## src/rtl/rpc2_ctrl_sync_fifo_prog.sv

```systemverilog
// Single-clock FIFO for the RPC2 controller AXI data paths with optional first-word-fall-through,
// live fill count, programmable almost-full/almost-empty, synchronous flush and sticky error flags.
module rpc2_ctrl_sync_fifo_prog #(
  parameter int FIFO_ADDR_BITS  = 4,
  parameter int FIFO_DATA_WIDTH = 16,
  parameter bit FWFT            = 1'b0
) (
  input  logic                       clk,
  input  logic                       rst,
  input  logic                       flush,
  input  logic                       wr_en,
  input  logic [FIFO_DATA_WIDTH-1:0] wr_data,
  input  logic                       rd_en,
  output logic [FIFO_DATA_WIDTH-1:0] rd_data,
  output logic                       empty,
  output logic                       full,
  output logic [FIFO_ADDR_BITS:0]    count,
  input  logic [FIFO_ADDR_BITS:0]    af_thresh,
  input  logic [FIFO_ADDR_BITS:0]    ae_thresh,
  output logic                       almost_full,
  output logic                       almost_empty,
  output logic                       overflow,
  output logic                       underflow,
  input  logic                       clr_err
);

  localparam int CW    = FIFO_ADDR_BITS + 1;
  localparam int DEPTH = 1 << FIFO_ADDR_BITS;
  localparam int IW    = (FIFO_ADDR_BITS > 0) ? FIFO_ADDR_BITS : 1;
  localparam logic [CW-1:0] DEPTH_CNT = CW'(DEPTH);

  logic [FIFO_DATA_WIDTH-1:0] mem [DEPTH];
  logic [CW-1:0] wr_ptr, rd_ptr, mem_cnt, count_nxt;
  logic [IW-1:0] wr_idx, rd_idx;
  logic          wr_acc, pop, load;
  logic          stage_valid, stage_valid_nxt, empty_nxt;

  // Pointers carry one extra wrap bit; the storage index is the pointer modulo DEPTH.
  if (FIFO_ADDR_BITS > 0) begin : g_idx
    assign wr_idx = wr_ptr[IW-1:0];
    assign rd_idx = rd_ptr[IW-1:0];
  end else begin : g_idx_single
    assign wr_idx = '0;
    assign rd_idx = '0;
  end

  assign mem_cnt = wr_ptr - rd_ptr;

  always_comb begin
    // NOTE: every signal driven here gets a default first so no path leaves it unassigned (no latch).
    wr_acc          = wr_en & ~full & ~flush;
    pop             = rd_en & ~empty & ~flush;
    load            = pop;
    stage_valid_nxt = 1'b0;
    if (FWFT) begin
      // The output stage refills from storage whenever it is free or being popped this edge.
      load            = (mem_cnt != '0) & (~stage_valid | pop) & ~flush;
      stage_valid_nxt = ~flush & (load | (stage_valid & ~pop));
    end
    count_nxt = flush ? '0 : (count + CW'(wr_acc) - CW'(pop));
    empty_nxt = FWFT ? ~stage_valid_nxt : (count_nxt == '0);
  end

  // NOTE: the storage array has no reset; only pointers and flags define what is valid.
  always_ff @(posedge clk) begin
    if (wr_acc) mem[wr_idx] <= wr_data;
  end

  always_ff @(posedge clk) begin
    if (rst) begin
      wr_ptr       <= '0;
      rd_ptr       <= '0;
      count        <= '0;
      stage_valid  <= 1'b0;
      empty        <= 1'b1;
      full         <= 1'b0;
      almost_empty <= 1'b1;
      almost_full  <= 1'b0;
      overflow     <= 1'b0;
      underflow    <= 1'b0;
      rd_data      <= '0;
    end else begin
      if (flush) begin
        wr_ptr <= '0;
        rd_ptr <= '0;
      end else begin
        if (wr_acc) wr_ptr <= wr_ptr + CW'(1);
        if (load) begin
          rd_ptr  <= rd_ptr + CW'(1);
          rd_data <= mem[rd_idx];
        end
        // A new error event wins over a clear in the same cycle.
        if (wr_en & full)      overflow <= 1'b1;
        else if (clr_err)      overflow <= 1'b0;
        if (rd_en & empty)     underflow <= 1'b1;
        else if (clr_err)      underflow <= 1'b0;
      end
      stage_valid  <= stage_valid_nxt;
      count        <= count_nxt;
      empty        <= empty_nxt;
      full         <= (count_nxt == DEPTH_CNT);
      almost_full  <= (count_nxt >= af_thresh);
      almost_empty <= (count_nxt <= ae_thresh);
    end
  end

endmodule

```

## config.mk

```make
export PLATFORM = sky130hd
export DESIGN_NAME = rpc2_ctrl_sync_fifo_prog
export DESIGN_NICKNAME = d
export VERILOG_FILES = /design/src/rtl/rpc2_ctrl_sync_fifo_prog.sv
export SDC_FILE = /design/constraint.sdc
export NUM_CORES = 1
export LEC_CHECK = 0
export CAP_MARGIN = 20
export CORE_MARGIN = 1.5
export CORE_UTILIZATION = 64
export CTS_CLUSTER_DIAMETER = 30
export DETAILED_ROUTE_END_ITERATION = 7
export PLACE_DENSITY = 0.8
export SYNTH_ARGS = -nofsm -noshare
export SYNTH_HDL_FRONTEND = slang
export SYNTH_SLANG_ARGS = --single-unit
```

## constraint.sdc

```tcl
create_clock -name clk -period 6.7 [get_ports clk]
set_input_delay 1.005 -clock clk [delete_from_list [all_inputs] [get_ports clk]]
set_output_delay 1.005 -clock clk [all_outputs]
set_load 0.01 [all_outputs]
```

Word level (Yosys, flattened, before mapping)
Memories as Yosys holds them, arrays and structs flattened. A register that Yosys moved wholly into a read port is not among the register bits.
Index checks and enable logic that the tools add are counted.
{ "op_classes": {"bitwise_logic": 9, "n_mux": 6, "reduce_logical": 7, "n_div": 0, "eq_ne": 1, "order_cmp": 2, "addsub": 4, "mul": 0, "shift": 0} }
{ "ops": {"columns": ["cell", "n"], "rows": [
  ["$add 5x1->5 const B", 2],
  ["$and 1x1->1", 6],
  ["$reduce_and 2->1", 3],
  ["$add 5x1->5", 1],
  ["$eq 5x5->1 const B", 1],
  ["$ge 5x5->1", 1],
  ["$le 5x5->1", 1],
  ["$logic_not 5->1", 1],
  ["$mux 1", 5],
  ["$mux 5", 1],
  ["$sub 5x1->5", 1],
  ["$reduce_bool 2->1", 2],
  ["$not 1->1", 3],
  ["$reduce_or 2->1", 1]
]} }
{ "word_totals": {"n_memories": 1, "wordCells": 39, "rom_bits": 0, "ram_bits": 256, "latchBits": 0, "reg_bits": 21} }
{ "mem_list": {"columns": ["name", "depth", "word_bits", "read_ports", "rd_ports_with_merged_regs", "wr", "line_no", "rtl"], "rows": [
  ["mem", 16, 16, 1, 1, 1, "32", "logic [FIFO_DATA_WIDTH-1:0] mem [DEPTH];"]
]} }

Logic depth before layout (Yosys ltp)
{ "depth": {"depth_word": 7, "ltp_mapped": 17, "depth_no_buf": 16} }

Worst setup path before layout
No wires, ideal clock.
{ "synth_timing": {"kind": "input to register", "startpoint": "in flush", "endpoint": "reg almost_empty", "setup_ns": 0.118, "slack_ns": 2.859, "t_arrival_ns": 3.722, "cell_stages": 17, "t_required_ns": 6.582, "path_buffers": 1, "path_cell_list": "buf_6 -> nor3b_2 -> inv_1 -> ha_1 -> inv_1 -> ha_1 -> inv_1 -> fa_1 -> inv_1 -> a21o_1 -> a21oi_1 -> xnor2_1 -> nor2_1 -> ha_1 -> and3_1 -> a31oi_1 -> nand2_1"} }
{ "synth_via": {"elab_chain_len": 6, "word_cells_on_any_way": 7, "classes_between": "add/sub (2); order compare (1); mux (1); bitwise (3)"} }
{ "synth_rtl": {"columns": ["item", "line_no", "rtl"], "rows": [
  ["from (decl)", "10", "input logic flush,"],
  ["$not 1->1 (no line)", null, null],
  ["$and 1x1->1", "51", "wr_acc = wr_en & ~full & ~flush;"],
  ["$add 5x1->5", "60", "count_nxt = flush ? '0 : (count + CW'(wr_acc) - CW'(pop));"],
  ["$sub 5x1->5", "60", null],
  ["$mux 5 (*)", "60", null],
  ["net count_nxt[4]", "33", "logic [CW-1:0] wr_ptr, rd_ptr, mem_cnt, count_nxt;"],
  ["$le 5x5->1 (*)", "103", "almost_empty <= (count_nxt <= ae_thresh);"],
  ["to (signal assigned)", "103", null],
  ["to (decl)", "21", "output logic almost_empty,"]
]} }
Mark *: on every way through the listed nets, which the timed path passes. The rest lies on a longest branch.
A chain may end at the register's enable or synchronous reset.

Final worst setup path
Ends and elaborated chain as after synthesis.

==> out/qor.yml <==
status: "completed"
cts_num_sinks: 291
yosysTopAreaCell: "edfxtp_1"
synth_most_common_cell: "edfxtp_1"
gp_congestion: 0.8715
p_leak_nw: 4.497
finalPower_w: 0.004420
route.detailed.drc: 0
cp-end-kind: "register"
pre_cts_slack_ps: 1918
hpwl_mm: 13.89
diodes: 0
vias: 5978
dieWidth_um: 136.1
crit_top_cell: "inv_1"
die_h_um: 136.1
path_clk_slew_ps: 50
final_cell_area_um2: 13720
grt_max_degree: 39
grt-ovfl-total: 0
min_period_over_period_pct: 65.11
async_flop_share_pct: 0
start_util_pct: 65.60
hold-path-cell-count: 2
drt_pass1_iterations: 4
core_um2: 17300
hold_viol_final: 0
htreeDepth: 2
finalSetupTns_ps: 0
grt_pass1_vias: 6342
critPathMaxFanout: 10
cts_buffers: 42
ios: 59
synth_area_leaders: "edfxtp_1 (68%), mux4_2 (13%), dfxtp_1 (6.2%)"
synth_edf_count: 256
antenna_found_initial: 0
avgSynthCellArea_um2: 19.49
cts_buffer_depth: 3
yosys-top-cells-count: "edfxtp_1 (256), mux4_2 (64), dfxtp_1 (35), nor2_1 (35), a21oi_1 (22)"
cts-resized-gates: 0
final_layout_size_suffix_gt1_share_pct: 23.74
required_ps: 7080
area_delta_synth_final_pct: 20.96
yosysWarnings: 0
insertion_delay_ps: 520
r2r-end: "almost_empty$_SDFF_PP1_"
cts_tree: "done"
grt_first_pass_wirelength_mm: 38.35
synth_flop_cell: "edfxtp_1"
synth_nets: 635
place_area_um2: 12230
vias_per_cell: 6.380
final.setup.worst_slack_ps: 2337
cts_setup_buffers: 0
drv_cap: 0
fin_nets: 732
report.final.slew_viol_count: 0
synth_top_area_share_pct: 67.75
synth-seq-cells: 291
grt_use_total_pct: 29.47
synth.cell_area_um2: 11350
num_rows: 48
rrSetupSlack_ps: 3180
worstPathArrival_ps: 4740
worstPathCellList: "clkdlybuf4s50_1, nor3b_2, inv_1, ha_1, inv_1, ha_1, inv_1, fa_1, inv_1, a21o_1, a21oi_1, xnor2_1, nor2_1, ha_1, and3_1, a31oi_1, nand2_1"
ys_seq_area_share_pct: 73.93
min_to: "rd_data[13]$_SDFFE_PP0P_"
critPathSlowestCell: "clkdlybuf4s50_1"
min-delay-start: "rd_data[13]$_SDFFE_PP0P_"
worstReg2RegStart: "full$_SDFF_PP0_"
postRouteAntennaNets: 0
slowest_delay_ps: 610
irDropWorstVdd_v: 0.0002448
port_buffers: 58
crit_type: "input port to register"
worstMarginPinSlew_ps: 950.3
r2r_cells: 16
fin_crit_ps: 4363
power.density_nw_per_um2: 322.1
rsz0062_at_grt: "no"
relSlewSlack_pct: 36.58
fmax_ghz: 0.2292
wl_per_cell_um: 27.38
setup_viol: 0
skew_ps: 21.28
cts_hold_buffers: 0
cts_root_buffer: "clkbuf_16"
dieArea_um2: 18540
wirelength_mm: 25.66
synth_cell_type_count: 38
startpoint_type: "input port"
synthCells: 582
dr.first_iter.drc_count: 490
holdWs_ps: 484.7
min_path_type: "register to register"
## cell type report
class	count	area [um^2]
clock buffer	46	1087
tap	225	281.5
inverter	21	78.83
fill	872	3572
sequential	291	8393
clock inverter	31	395.4
timing repair buffer	80	753.2
multi-input combinational	243	2735
## through the flow
stage | std cells | util (%)
floorplan | 582 | -
global placement | 859 | 70.69
detailed placement | 859 | 70.69
CTS | 936 | 79.26
global route | 937 | 79.35
finish | 937 | 79.35
## worst max-delay path by stage
stage,start,end,cells past startpoint
floorplan,flush,almost_empty$_SDFF_PP1_,17
detailed placement,flush,almost_empty$_SDFF_PP1_,17
global placement,flush,almost_empty$_SDFF_PP1_,17
global route,flush,almost_empty$_SDFF_PP1_,17
CTS,flush,almost_empty$_SDFF_PP1_,17
finish,flush,almost_empty$_SDFF_PP1_,17
## logic make-up after synthesis
family	after synthesis	share of synthesized area [%]
AO/OA/AOI/OAI	64	3.562
XOR/XNOR	10	0.7719
adder cells (fa/ha/maj)	21	2.382
buffers and inverters	48	2.161
flip-flops	291	73.93
multiplexers	81	14.20
AND/OR/NAND/NOR	67	2.989
## per-layer routing
layer / share of wire (%) / up-vias / global-route usage (%)
met1: 36 / 3032 / 38.55
met3: 8.5 / 65 / 5.481
met5: 0 / - / 0
met4: 3.6 / 0 / 12.83
li1: - / 2538 / -
met2: 51 / 343 / 49.13
## power breakdown
group | switching [W] | internal, W | leakage (nW) | total (W)
Sequential | 0.0000104 | 0.00199 | 2.59 | 0.00200
Clock | 0.000815 | 0.00146 | 0.717 | 0.00228
Combinational | 0.0000791 | 0.0000640 | 1.19 | 0.000143
Total | 0.000905 | 0.00352 | 4.50 | 0.00442
## worst max-delay path: cells and delay by family
kind	cells	cell delay, ps
simple gates	4	980
fa+ha+maj	4	1210
buf+inv	5	900
xor+xnor	1	300
compound gates	3	350
## flip-flops by register name (all words and copies together), names as in the netlist
signal and count:
wr_ptr 4, full 1, underflow 1, empty 1, count 5, rd_data 16, rd_ptr 4, overflow 1
mem 256, almost_full 1, almost_empty 1
## cells in the final DEF, fill, tap and decap left out, drive strengths merged, types with 6 or more instances in the layout
master / count
inv: 29
clkdlybuf4s50: 58
a21oi: 22
ha: 20
dfxtp: 35
mux4: 64
buf: 22
clkinv: 13
xor2: 6
o21ai: 18
a22o: 16
edfxtp: 256
bufinv: 7
nor2: 36
clkbuf: 46
mux2i: 17
nand2: 10
No activity file was read; power rests on OpenSTA's default activity.
